### src/rtl/spi_routine_arbiter.sv
// rtl/spi_routine_arbiter.sv - round-robin owner of the single spi_top routine interface
//
// Purpose: lets N_REQ requesters share one ADS1256 routine port. It grants one
// requester at a time in round-robin order, forwards that owner's routine and
// continuous-mode stop, captures the conversion word at completion tagged with
// the owner, and forces a stop when a routine overruns TIMEOUT_CYCLES.
//
// Ports:
//   clock_i, reset_i        single clock, synchronous active-high reset
//   req_start_i[N_REQ]      request levels, held until the matching req_done_o
//   req_routine_i[N_REQ]    routine per requester, sampled at grant only
//   req_stop_i[N_REQ]       continuous-mode stop levels (owner's is forwarded)
//   req_done_o[N_REQ]       one-cycle completion pulse to the owner
//   req_timeout_o[N_REQ]    with req_done_o: routine was ended by the watchdog
//   grant_o[N_REQ]          one-hot owner, zero when idle
//   routine_start_o         start pulse to spi_top
//   routine_o               routine to spi_top, held for the whole grant
//   continuous_stop_o       stop to spi_top
//   routine_done_i, data_i  completion and conversion word from spi_top
//   sample_o, sample_tag_o, sample_valid_o  captured word, owner tag, update pulse

package spi_routine_pkg;
  typedef enum logic [2:0] {
    RT_RESET,
    RT_SELFCAL,
    RT_RDATA,
    RT_RDATAC,
    RT_RREG,
    RT_WREG,
    RT_SYNC,
    RT_STANDBY
  } routine_t;
endpackage

module spi_routine_arbiter
  import spi_routine_pkg::*;
#(
  parameter int N_REQ          = 2,
  parameter int TIMEOUT_CYCLES = 2_000_000,
  localparam int TAG_W         = $clog2(N_REQ),
  localparam int SUM_W         = TAG_W + 1,
  localparam int CNT_W         = $clog2(TIMEOUT_CYCLES + 1)
) (
  input  logic              clock_i,
  input  logic              reset_i,
  input  logic [N_REQ-1:0]  req_start_i,
  input  routine_t          req_routine_i [N_REQ],
  input  logic [N_REQ-1:0]  req_stop_i,
  output logic [N_REQ-1:0]  req_done_o,
  output logic [N_REQ-1:0]  req_timeout_o,
  output logic [N_REQ-1:0]  grant_o,
  output logic              routine_start_o,
  output routine_t          routine_o,
  output logic              continuous_stop_o,
  input  logic              routine_done_i,
  input  logic [23:0]       data_i,
  output logic [23:0]       sample_o,
  output logic [TAG_W-1:0]  sample_tag_o,
  output logic              sample_valid_o
);

  typedef enum logic [2:0] {S_IDLE, S_ISSUE, S_WAIT, S_ABORT, S_DONE} state_t;

  state_t             state_q, state_d;
  logic [TAG_W-1:0]   rr_q, rr_d;
  logic [TAG_W-1:0]   owner_q, owner_d;
  logic [CNT_W-1:0]   cnt_q, cnt_d;
  logic               timeout_q, timeout_d;
  logic [N_REQ-1:0]   grant_q, grant_d;
  routine_t           routine_q, routine_d;
  logic               stop_q, stop_d;
  logic [23:0]        sample_q, sample_d;
  logic [TAG_W-1:0]   tag_q, tag_d;

  logic               arb_found;
  logic [TAG_W-1:0]   arb_pick;
  logic [SUM_W-1:0]   arb_sum;
  logic [TAG_W-1:0]   arb_cand;

  // Scan downward so the last hit written is the first pending index at or
  // after rr_q, wrapping past N_REQ-1.
  always_comb begin
    arb_found = 1'b0;
    arb_pick  = '0;
    arb_sum   = '0;
    arb_cand  = '0;
    for (int i = N_REQ - 1; i >= 0; i--) begin
      arb_sum = {1'b0, rr_q} + SUM_W'(i);
      if (arb_sum >= SUM_W'(N_REQ)) begin
        arb_sum = arb_sum - SUM_W'(N_REQ);
      end
      arb_cand = arb_sum[TAG_W-1:0];
      if (req_start_i[arb_cand]) begin
        arb_found = 1'b1;
        arb_pick  = arb_cand;
      end
    end
  end

  always_comb begin
    state_d   = state_q;
    rr_d      = rr_q;
    owner_d   = owner_q;
    cnt_d     = cnt_q;
    timeout_d = timeout_q;
    grant_d   = grant_q;
    routine_d = routine_q;
    sample_d  = sample_q;
    tag_d     = tag_q;

    unique case (state_q)
      S_IDLE: begin
        if (arb_found) begin
          owner_d   = arb_pick;
          grant_d   = N_REQ'(1) << arb_pick;
          routine_d = req_routine_i[arb_pick];
          state_d   = S_ISSUE;
        end
      end
      S_ISSUE: begin
        cnt_d = '0;
        if (routine_done_i) begin
          sample_d = data_i;
          tag_d    = owner_q;
          state_d  = S_DONE;
        end else begin
          state_d = S_WAIT;
        end
      end
      S_WAIT: begin
        // A done arriving on the expiry cycle wins over the timeout.
        if (routine_done_i) begin
          sample_d = data_i;
          tag_d    = owner_q;
          state_d  = S_DONE;
        end else if (cnt_q == CNT_W'(TIMEOUT_CYCLES)) begin
          timeout_d = 1'b1;
          state_d   = S_ABORT;
        end else begin
          cnt_d = cnt_q + 1'b1;
        end
      end
      S_ABORT: begin
        // No second watchdog: wait for spi_top to finish the stop.
        if (routine_done_i) begin
          sample_d = data_i;
          tag_d    = owner_q;
          state_d  = S_DONE;
        end
      end
      S_DONE: begin
        rr_d      = (owner_q == TAG_W'(N_REQ - 1)) ? '0 : owner_q + 1'b1;
        grant_d   = '0;
        timeout_d = 1'b0;
        state_d   = S_IDLE;
      end
      default: state_d = S_IDLE;
    endcase

    stop_d = (((state_q == S_ISSUE) || (state_q == S_WAIT)) && req_stop_i[owner_q])
             || (state_q == S_ABORT);
  end

  always_ff @(posedge clock_i) begin
    if (reset_i) begin
      state_q   <= S_IDLE;
      rr_q      <= '0;
      owner_q   <= '0;
      cnt_q     <= '0;
      timeout_q <= 1'b0;
      grant_q   <= '0;
      routine_q <= RT_RESET;
      stop_q    <= 1'b0;
      sample_q  <= '0;
      tag_q     <= '0;
    end else begin
      state_q   <= state_d;
      rr_q      <= rr_d;
      owner_q   <= owner_d;
      cnt_q     <= cnt_d;
      timeout_q <= timeout_d;
      grant_q   <= grant_d;
      routine_q <= routine_d;
      stop_q    <= stop_d;
      sample_q  <= sample_d;
      tag_q     <= tag_d;
    end
  end

  // grant_q still names the owner during DONE; it clears on the way to IDLE.
  assign req_done_o        = (state_q == S_DONE) ? grant_q : '0;
  assign req_timeout_o     = ((state_q == S_DONE) && timeout_q) ? grant_q : '0;
  assign grant_o           = grant_q;
  assign routine_start_o   = (state_q == S_ISSUE);
  assign routine_o         = routine_q;
  assign continuous_stop_o = stop_q;
  assign sample_o          = sample_q;
  assign sample_tag_o      = tag_q;
  assign sample_valid_o    = (state_q == S_DONE);

endmodule

### config.mk
export PLATFORM = sky130hd
export DESIGN_NAME = spi_routine_arbiter
export DESIGN_NICKNAME = d
export VERILOG_FILES = /design/src/rtl/spi_routine_arbiter.sv
export SDC_FILE = /design/constraint.sdc
export NUM_CORES = 1
export LEC_CHECK = 0
export CAP_MARGIN = 0
export CORE_MARGIN = 10
export CORE_UTILIZATION = 43
export CTS_CLUSTER_SIZE = 8
export DETAILED_ROUTE_END_ITERATION = 6
export PLACE_DENSITY = 0.74
export SYNTH_ARGS = -nofsm -noshare
export SYNTH_HDL_FRONTEND = slang
export SYNTH_SLANG_ARGS = --single-unit
export TNS_END_PERCENT = 10
### constraint.sdc
create_clock -name clock_i -period 1.8 [get_ports clock_i]
set_clock_uncertainty 0.15 [all_clocks]
set_input_delay 0.18 -clock clock_i [delete_from_list [all_inputs] [get_ports clock_i]]
set_output_delay 0.18 -clock clock_i [all_outputs]
set_load 0.005 [all_outputs]
# After elaboration in Yosys (flattened, before gate mapping)
# Index checks and enable logic that the tools add are counted.
[totals] reg_bits=58 in_bits=37 output_inout_bits=37 word_cells=81
[op_classes] n_addsub=5 magnitude_cmp=6 n_eq_ne=11 shift=1 muxes=32 bitwise_logic=1 n_reduce_logical=15
[ops] operator="two-way mux 21 bit" count=2
[ops] operator="one-hot mux 21 bit (2 select lines)" count=1
[ops] operator="two-way mux 3 bit" count=8
[ops] operator="adder 21 x 1 -> 21 bit (second input constant)" count=1
[ops] operator="== test 21 bit (second input constant)" count=1
[ops] operator="two-way mux 1 bit" count=15
[ops] operator="one-hot mux 3 bit (4 select lines)" count=1
[ops] operator="inequality test 2 bit (second input constant)" count=5
[ops] operator="AND reduction 3 bit" count=3
[ops] operator="== test 3 x 2 -> 1 bit (second input constant)" count=2
[ops] operator="< comparator 1 x 2 -> 1 bit (second input constant)" count=3
[ops] operator="two-way mux 2 bit" count=3
[ops] operator="AND reduction 2 bit" count=3
[ops] operator="nonzero test 2 bit" count=3
[ops] operator=">= comparator 2 bit (second input constant)" count=2
[ops] operator="one-hot mux 2 bit (2 select lines)" count=1
[ops] operator="== test 3 x 1 -> 1 bit (second input constant)" count=1
[ops] operator="== test 3 bit (second input constant)" count=1
[ops] operator="zero test 3 bit" count=1
[ops] operator="inequality test 3 bit (second input constant)" count=1
[ops] operator="OR reduction 3 bit" count=1
[ops] operator="adder 1 x 1 -> 2 bit (second input constant)" count=1
[ops] operator=">= comparator 1 x 2 -> 1 bit (second input constant)" count=1
[ops] operator="logical AND 1 bit" count=2
[ops] operator="6 further kinds" count=8

# Depth between registers and ports, before layout
# Gate-level depths: netlist of the first run.
[depth] depth_word=11 ltp_mapped=8 depth_no_buf=7

# Worst setup path before layout of the first run
# OpenSTA, ideal clock, no wires.
[synth_timing] path_kind="register -> register" from="register cnt_q[0]" to="register cnt_q[19]" setup_ps=58 arrival_ps=1633 required_ps=1592 path_slack_ps=-42 stages_incl_launch_ff=9 n_path_buf=1 period_less_slack_ps=1842 cell_sequence="dfxtp_1 > inv_1 > ha_1 > and3b_1 > nand4_1 > o21ai_4 > buf_6 > a2111o_1 > nand2_1"
[synth_via] elab_chain_cells=4 word_cells_on_any_way=7 classes_between="1 x add/sub; 2 x eq/ne; 3 x mux; 1 x reduce/logical"
[synth_rtl] element="from (decl)" line="67" source="logic [CNT_W-1:0] cnt_q, cnt_d;"
[synth_rtl] element="from (signal assigned)" line="180" source="cnt_q <= cnt_d;"
[synth_rtl] element="adder 21 x 1 -> 21 bit" line="140" source="cnt_d = cnt_q + 1'b1;"
[synth_rtl] element="two-way mux 21 bit" line="136" source="end else if (cnt_q == CNT_W'(TIMEOUT_CYCLES)) begin"
[synth_rtl] element="two-way mux 21 bit" line="132" source="if (routine_done_i) begin"
[synth_rtl] element="one-hot mux 21 bit (2 select lines)" line="111" source="unique case (state_q)"
# Parallel ways exist; a longest one is shown, timed or not. The select of a mux whose other input is x is not followed.
# A chain may end at the register's enable or synchronous reset.

# Worst setup path in the final report of the first run
[layout_timing] from="register cnt_q[2]" to="register cnt_q[11]"
# Same word-level chain as after synthesis.

==> impl_metrics.ini, run 1 <==
[critical_path]
crit_chain = nor4_2 -> buf_4 -> nand4_1 -> buf_4 -> o21ai_4 -> buf_6 -> nand2_4 -> a311oi_2
cp_slowest_cell = dfxtp_2
cp_common_cell = buf_4
r2r_start = cnt_q[2]$_SDFFE_PP0P_
worstPathRequired_ns = 1.90
r2r_end = cnt_q[11]$_SDFFE_PP0P_
critical-path-top-delay-family = buffers and inverters
reg2reg_depth = 8
crit_arrival_ns = 2.12
r2r_slack_ns = -0.22
crit_path_end_kind = flop
path_buf_inv = 3
worstSetupPathType = flop to flop
crit_fanout = 7
crit_path_start_kind = flop
max_stage_delay_ns = 0.33

[global_route]
antenna_found_initial = 0
grt_max_degree = 41
grt_pass1_wl_um = 13000
grt_pass1_vias = 2815
grt_util_all_layers = 0.160
grt_overflow_total = 0

[run_status]
violations = setup timing
status = finished with violations

[placement]
placed_area_um2 = 3890
io_buffers = 73
dp_hpwl_um = 6000
gp_congestion = 0.898
placedCellCount = 508

[detailed_routing]
drt_pass1_iterations = 4
num_vias = 2806
wl_per_cell_um = 15.8
ant_nets = 0
routed_wl_um = 8340
via_per_inst = 5.30
drc = 0
drt_iter0_drc = 193

[power]
p_leak_nw = 1.69
p_per_area_nw_per_um2 = 694
vdd_drop_max_mv = 0.517

[die]
die_w_um = 99.1
num_rows = 28
ios = 74
die_y_um = 99.1
die-area_um2 = 9820
core_area_um2 = 5990
start_util = 0.449

[clock_network]
clk_path_buf_depth = 2
numCtsBuffers = 9
clockRootBuffer = clkbuf_8
cts_tree = yes
cts_num_sinks = 58
htreeDepth = 3
clkLatencyLatePin_ns = 0.34
clkSlewWorstSetupHoldPaths_ns = 0.07

[sta]
hold_slack_ns = 0.0788
finalWorstSetupSlack_ns = -0.218
relSlewSlack = 0.718
setup_viol = 24
rsz0062_at_grt = yes
min_period_ns = 2.02
post-route-period-util = 1.12
hold_viol = 0
slew_viol_final = 0
worst_slew_pin_slew_ns = 0.422
fin_setup_tns_ns = -3.44
max_freq_mhz = 496

[synth]
synth_nets = 357
avgSynthCellArea_um2 = 8.46
ys_ff_latch = 58
synth.distinct_cells = 54
yosys_warnings = 0
synth_area_um2 = 2690
synth_edf_count = 0
seq_area_frac_synth = 0.432
syn_inst = 318
synthArstFlopShare = 0
ys.flop_type = dfxtp_1

[run]
max_cap_violations = 0

[layout]
final_core_util = 0.697
final_area_um2 = 4170
syn_to_final_growth_pct = 55.2
drive_gt1_frac = 0.264
antenna_cells = 0
stdcell_count = 529
nNetsFinal = 489

[worst_hold_path]
min-delay-start = reset_i
min_to = cnt_q[2]$_SDFFE_PP0P_
hold_class = primary input to flop
min_path_cells = 2
==> synthesized netlist by cell type (all sizes together), types with 8 or more instances <==
cell,number,area (um2)
nand2,74,280
dfxtp,58,1160
a21oi,37,185
nor2,17,63.8
clkbuf,14,60.1
nand3,11,60.1
o21ai,10,61.3
a211oi,8,60.1
==> placed cells by master (no fill, tap or decap), types with 3 or more instances in the layout <==
master,count
a2111o_1,7
a211oi_1,6
a21oi_1,36
and3_1,6
buf_4,61
clkbuf_8,9
clkdlybuf4s50_1,67
clkinv_2,4
dfxtp_1,51
dfxtp_2,6
dlygate4sd2_1,3
inv_1,5
mux2i_1,4
nand2_1,72
nand3_1,9
nand4_1,3
nor2_1,16
nor3_1,4
nor4_1,3
o2111ai_1,6
o21ai_0,5
o21ai_1,3
o22a_1,3
or3_1,3
==> cell type report <==
class	instances	area [um2]
clock buffers	9	124
clock inverters	6	35.0
well taps	75	93.8
inverters	8	30.0
flip-flops and latches	58	1170
multi-input cells	235	1470
fillers	491	1820
repair buffers	138	1240
==> per-stage QoR <==
stage | setup WS (ns) | power (mW)
after global placement | -0.241 | 1.89
final | -0.218 | 2.90
after CTS | -0.206 | 2.92
after global routing | -0.293 | 3.02
after floorplan | 0.00893 | 1.61
after detailed placement | -0.270 | 1.91
==> how the worst max path moves through the flow <==
stage                                   end  cells past startpoint              startpoint  slack (ns)
detailed placement   cnt_q[17]$_SDFFE_PP0P_                      7          routine_done_i       -0.27
floorplan            cnt_q[18]$_SDFFE_PP0P_                      6  cnt_q[12]$_SDFFE_PP0P_       0.009
finish               cnt_q[11]$_SDFFE_PP0P_                      8   cnt_q[2]$_SDFFE_PP0P_       -0.22
global route         cnt_q[11]$_SDFFE_PP0P_                      8   cnt_q[2]$_SDFFE_PP0P_       -0.29
CTS                 state_q[0]$_SDFFE_PP0P_                      7   cnt_q[1]$_SDFFE_PP0P_       -0.21
global placement     cnt_q[17]$_SDFFE_PP0P_                      7          routine_done_i       -0.24
==> worst register-to-register path, stage by stage (launching register included) <==
cell and delay, ns:
dfxtp_2 0.33, nor4_2 0.26, buf_4 0.16, nand4_1 0.16
buf_4 0.19, o21ai_4 0.25, buf_6 0.16, nand2_4 0.07
a311oi_2 0.21
==> flip-flops by register name, indices dropped and copies added (netlist names) <==
signal             cells
cnt_q                 21
continuous_stop_o      1
grant_o                2
owner_q                1
routine_o              3
rr_q                   1
sample_o              24
sample_tag_o           1
state_q                3
timeout_q              1
==> what timing repair did <==
| action | 4_1_cts | 5_1_grt |
|---|---|---|
| pin swaps | 7 | 8 |
| gates cloned | 0 | 1 |
| gates resized for setup | 18 | 14 |
| hold buffers | 0 | 0 |
| buffers inserted | 3 | 2 |
| setup endpoints to repair | 28 | 26 |
==> cell families after synthesis <==
group,after synthesis,synth area share
buffers and inverters,25,0.0437
AND/OR/NAND/NOR,141,0.268
adder cells (fa/ha/maj),2,0.00931
multiplexers,5,0.0191
flip-flops,58,0.432
AO/OA/AOI/OAI,87,0.228
==> per-layer routing <==
metal / vias to the layer above / global-route usage / share of wire
met4: 0 / 0.0595 / 0.011
met1: 1305 / 0.181 / 0.41
li1: 1420 / - / -
met2: 75 / 0.276 / 0.51
met5: - / 0 / 0
met3: 6 / 0.0496 / 0.063
==> where the power goes <==
part           internal [mW]  leakage, nW  switching [mW]
Sequential              1.34        0.474          0.0357
Combinational          0.277         1.13           0.243
Clock                  0.480       0.0806           0.522
Note: power is estimated with default switching activity, not from simulation.
==> run 2, diff against run 1 <==
Settings changed: SKIP_LAST_GASP from default to 1.
==> impl_metrics.ini, run 2 (same netlist as run 1, synthesis figures left out) <==
[run_status]
violations = setup timing
status = finished with violations

[global_route]
grt_pass1_wl_um = 13100
antenna_found_initial = 0
grt_util_all_layers = 0.161
grt_max_degree = 41
grt_pass1_vias = 2823
grt_overflow_total = 0

[die]
core_area_um2 = 5990
die-area_um2 = 9820
start_util = 0.449
num_rows = 28
die_y_um = 99.1
die_w_um = 99.1
ios = 74

[clock_network]
cts_num_sinks = 58
clockRootBuffer = clkbuf_8
clk_path_buf_depth = 2
clkLatencyLatePin_ns = 0.34
numCtsBuffers = 9
htreeDepth = 3
cts-hold-fix-buffers = 0
cts_tree = yes
clkSlewWorstSetupHoldPaths_ns = 0.07

[power]
report.power.total_mw = 2.91
p_per_area_nw_per_um2 = 694
p_leak_nw = 1.66
vdd_drop_max_mv = 0.485

[detailed_routing]
drt_iter0_drc = 193
routed_wl_um = 8390
via_per_inst = 5.33
wl_per_cell_um = 15.9
ant_nets = 0
num_vias = 2821
drt_pass1_iterations = 4
drc = 0

[critical_path]
r2r_slack_ns = -0.22
r2r_start = cnt_q[11]$_SDFFE_PP0P_
crit_path_end_kind = flop
worstPathRequired_ns = 1.89
r2r_end = cnt_q[11]$_SDFFE_PP0P_
crit_arrival_ns = 2.11
crit_fanout = 7
reg2reg_depth = 7
worstSetupPathType = flop to flop
crit_path_start_kind = flop

[layout]
final_cell_mix = 72 x nand2_1, 71 x clkdlybuf4s50_1, 61 x buf_4, 53 x dfxtp_1, 37 x a21oi_1
antenna_cells = 0
final_common_cell = nand2_1
final_core_util = 0.699
syn_to_final_growth_pct = 55.7
drive_gt1_frac = 0.256
nNetsFinal = 489
largest_reg_flops = 24
stdcell_count = 529

[sta]
relSlewSlack = 0.708
rsz0062_at_grt = yes
finalWorstSetupSlack_ns = -0.219
worst_slew_pin_slew_ns = 0.438
hold_viol = 0
post-route-period-util = 1.12
min_period_ns = 2.02
max_freq_mhz = 495
setup_viol = 29
slew_viol_final = 0

[worst_hold_path]
hold_class = primary input to flop
min-delay-start = reset_i
min_path_cells = 2
min_to = cnt_q[4]$_SDFFE_PP0P_

[placement]
dp_hpwl_um = 6000
dp_slack_ns = -0.270
placedCellCount = 508
io_buffers = 73
gp_congestion = 0.898

[run]
max_cap_violations = 0
[run 2: layer usage]
metal	vias to the layer above	GRT usage	routed length, um
met2	65	0.277	4290
met5	-	0	0
met4	0	0.0606	101
met3	6	0.0517	479
met1	1330	0.181	3520
li1	1420	-	-
[run 2: worst max path at each step]
stage	from	endpoint	slack [ns]	cells after the start
floorplan	cnt_q[12]$_SDFFE_PP0P_	cnt_q[18]$_SDFFE_PP0P_	0.009	6
finish	cnt_q[11]$_SDFFE_PP0P_	cnt_q[11]$_SDFFE_PP0P_	-0.22	7
global placement	routine_done_i	cnt_q[17]$_SDFFE_PP0P_	-0.24	7
global route	cnt_q[11]$_SDFFE_PP0P_	cnt_q[4]$_SDFFE_PP0P_	-0.29	7
detailed placement	routine_done_i	cnt_q[17]$_SDFFE_PP0P_	-0.27	7
CTS	cnt_q[0]$_SDFFE_PP0P_	state_q[0]$_SDFFE_PP0P_	-0.22	7
[run 2: final cells by class]
cell class                      instances  area [um2]
Sequential cell                        58        1170
Clock inverter                          6        35.0
Clock buffer                            9         124
Tap cell                               75        93.8
Inverter                                8        30.0
Fill cell                             489        1810
Multi-Input combinational cell        235        1490
Timing Repair Buffer                  138        1240
[run 2: where the power goes]
part	switching, mW	total [mW]	leakage (nW)	internal, mW
registers	0.0358	1.37	0.474	1.34
clock network	0.517	0.997	0.0806	0.480
logic	0.249	0.535	1.11	0.285
total	0.803	2.91	1.66	2.10
[run 2: repair_timing]
item	in CTS	in global routing
gates resized for setup	10	15
pin swaps	3	8
gates cloned	0	1
hold endpoints to repair	0	0
setup endpoints to repair	28	28
setup buffers	3	2
[run 2: stage by stage]
step                      TNS (ns)  hold WS (ns)  instance area [um2]
after floorplan                  0         0.109                 2690
after global placement       -2.74         0.291                 3890
after detailed placement     -3.54         0.295                 3890
after CTS                    -3.20        0.0571                 4100
after global routing         -6.64        0.0843                 4190
final                        -4.21        0.0972                 4190
[run 2: critical path, stage by stage (launching register included)]
cell and delay, ns:
dfxtp_2 0.32, nor4_2 0.26, buf_4 0.16, nand4_1 0.25
o21ai_4 0.35, buf_6 0.16, nand2_4 0.06, a311oi_2 0.21
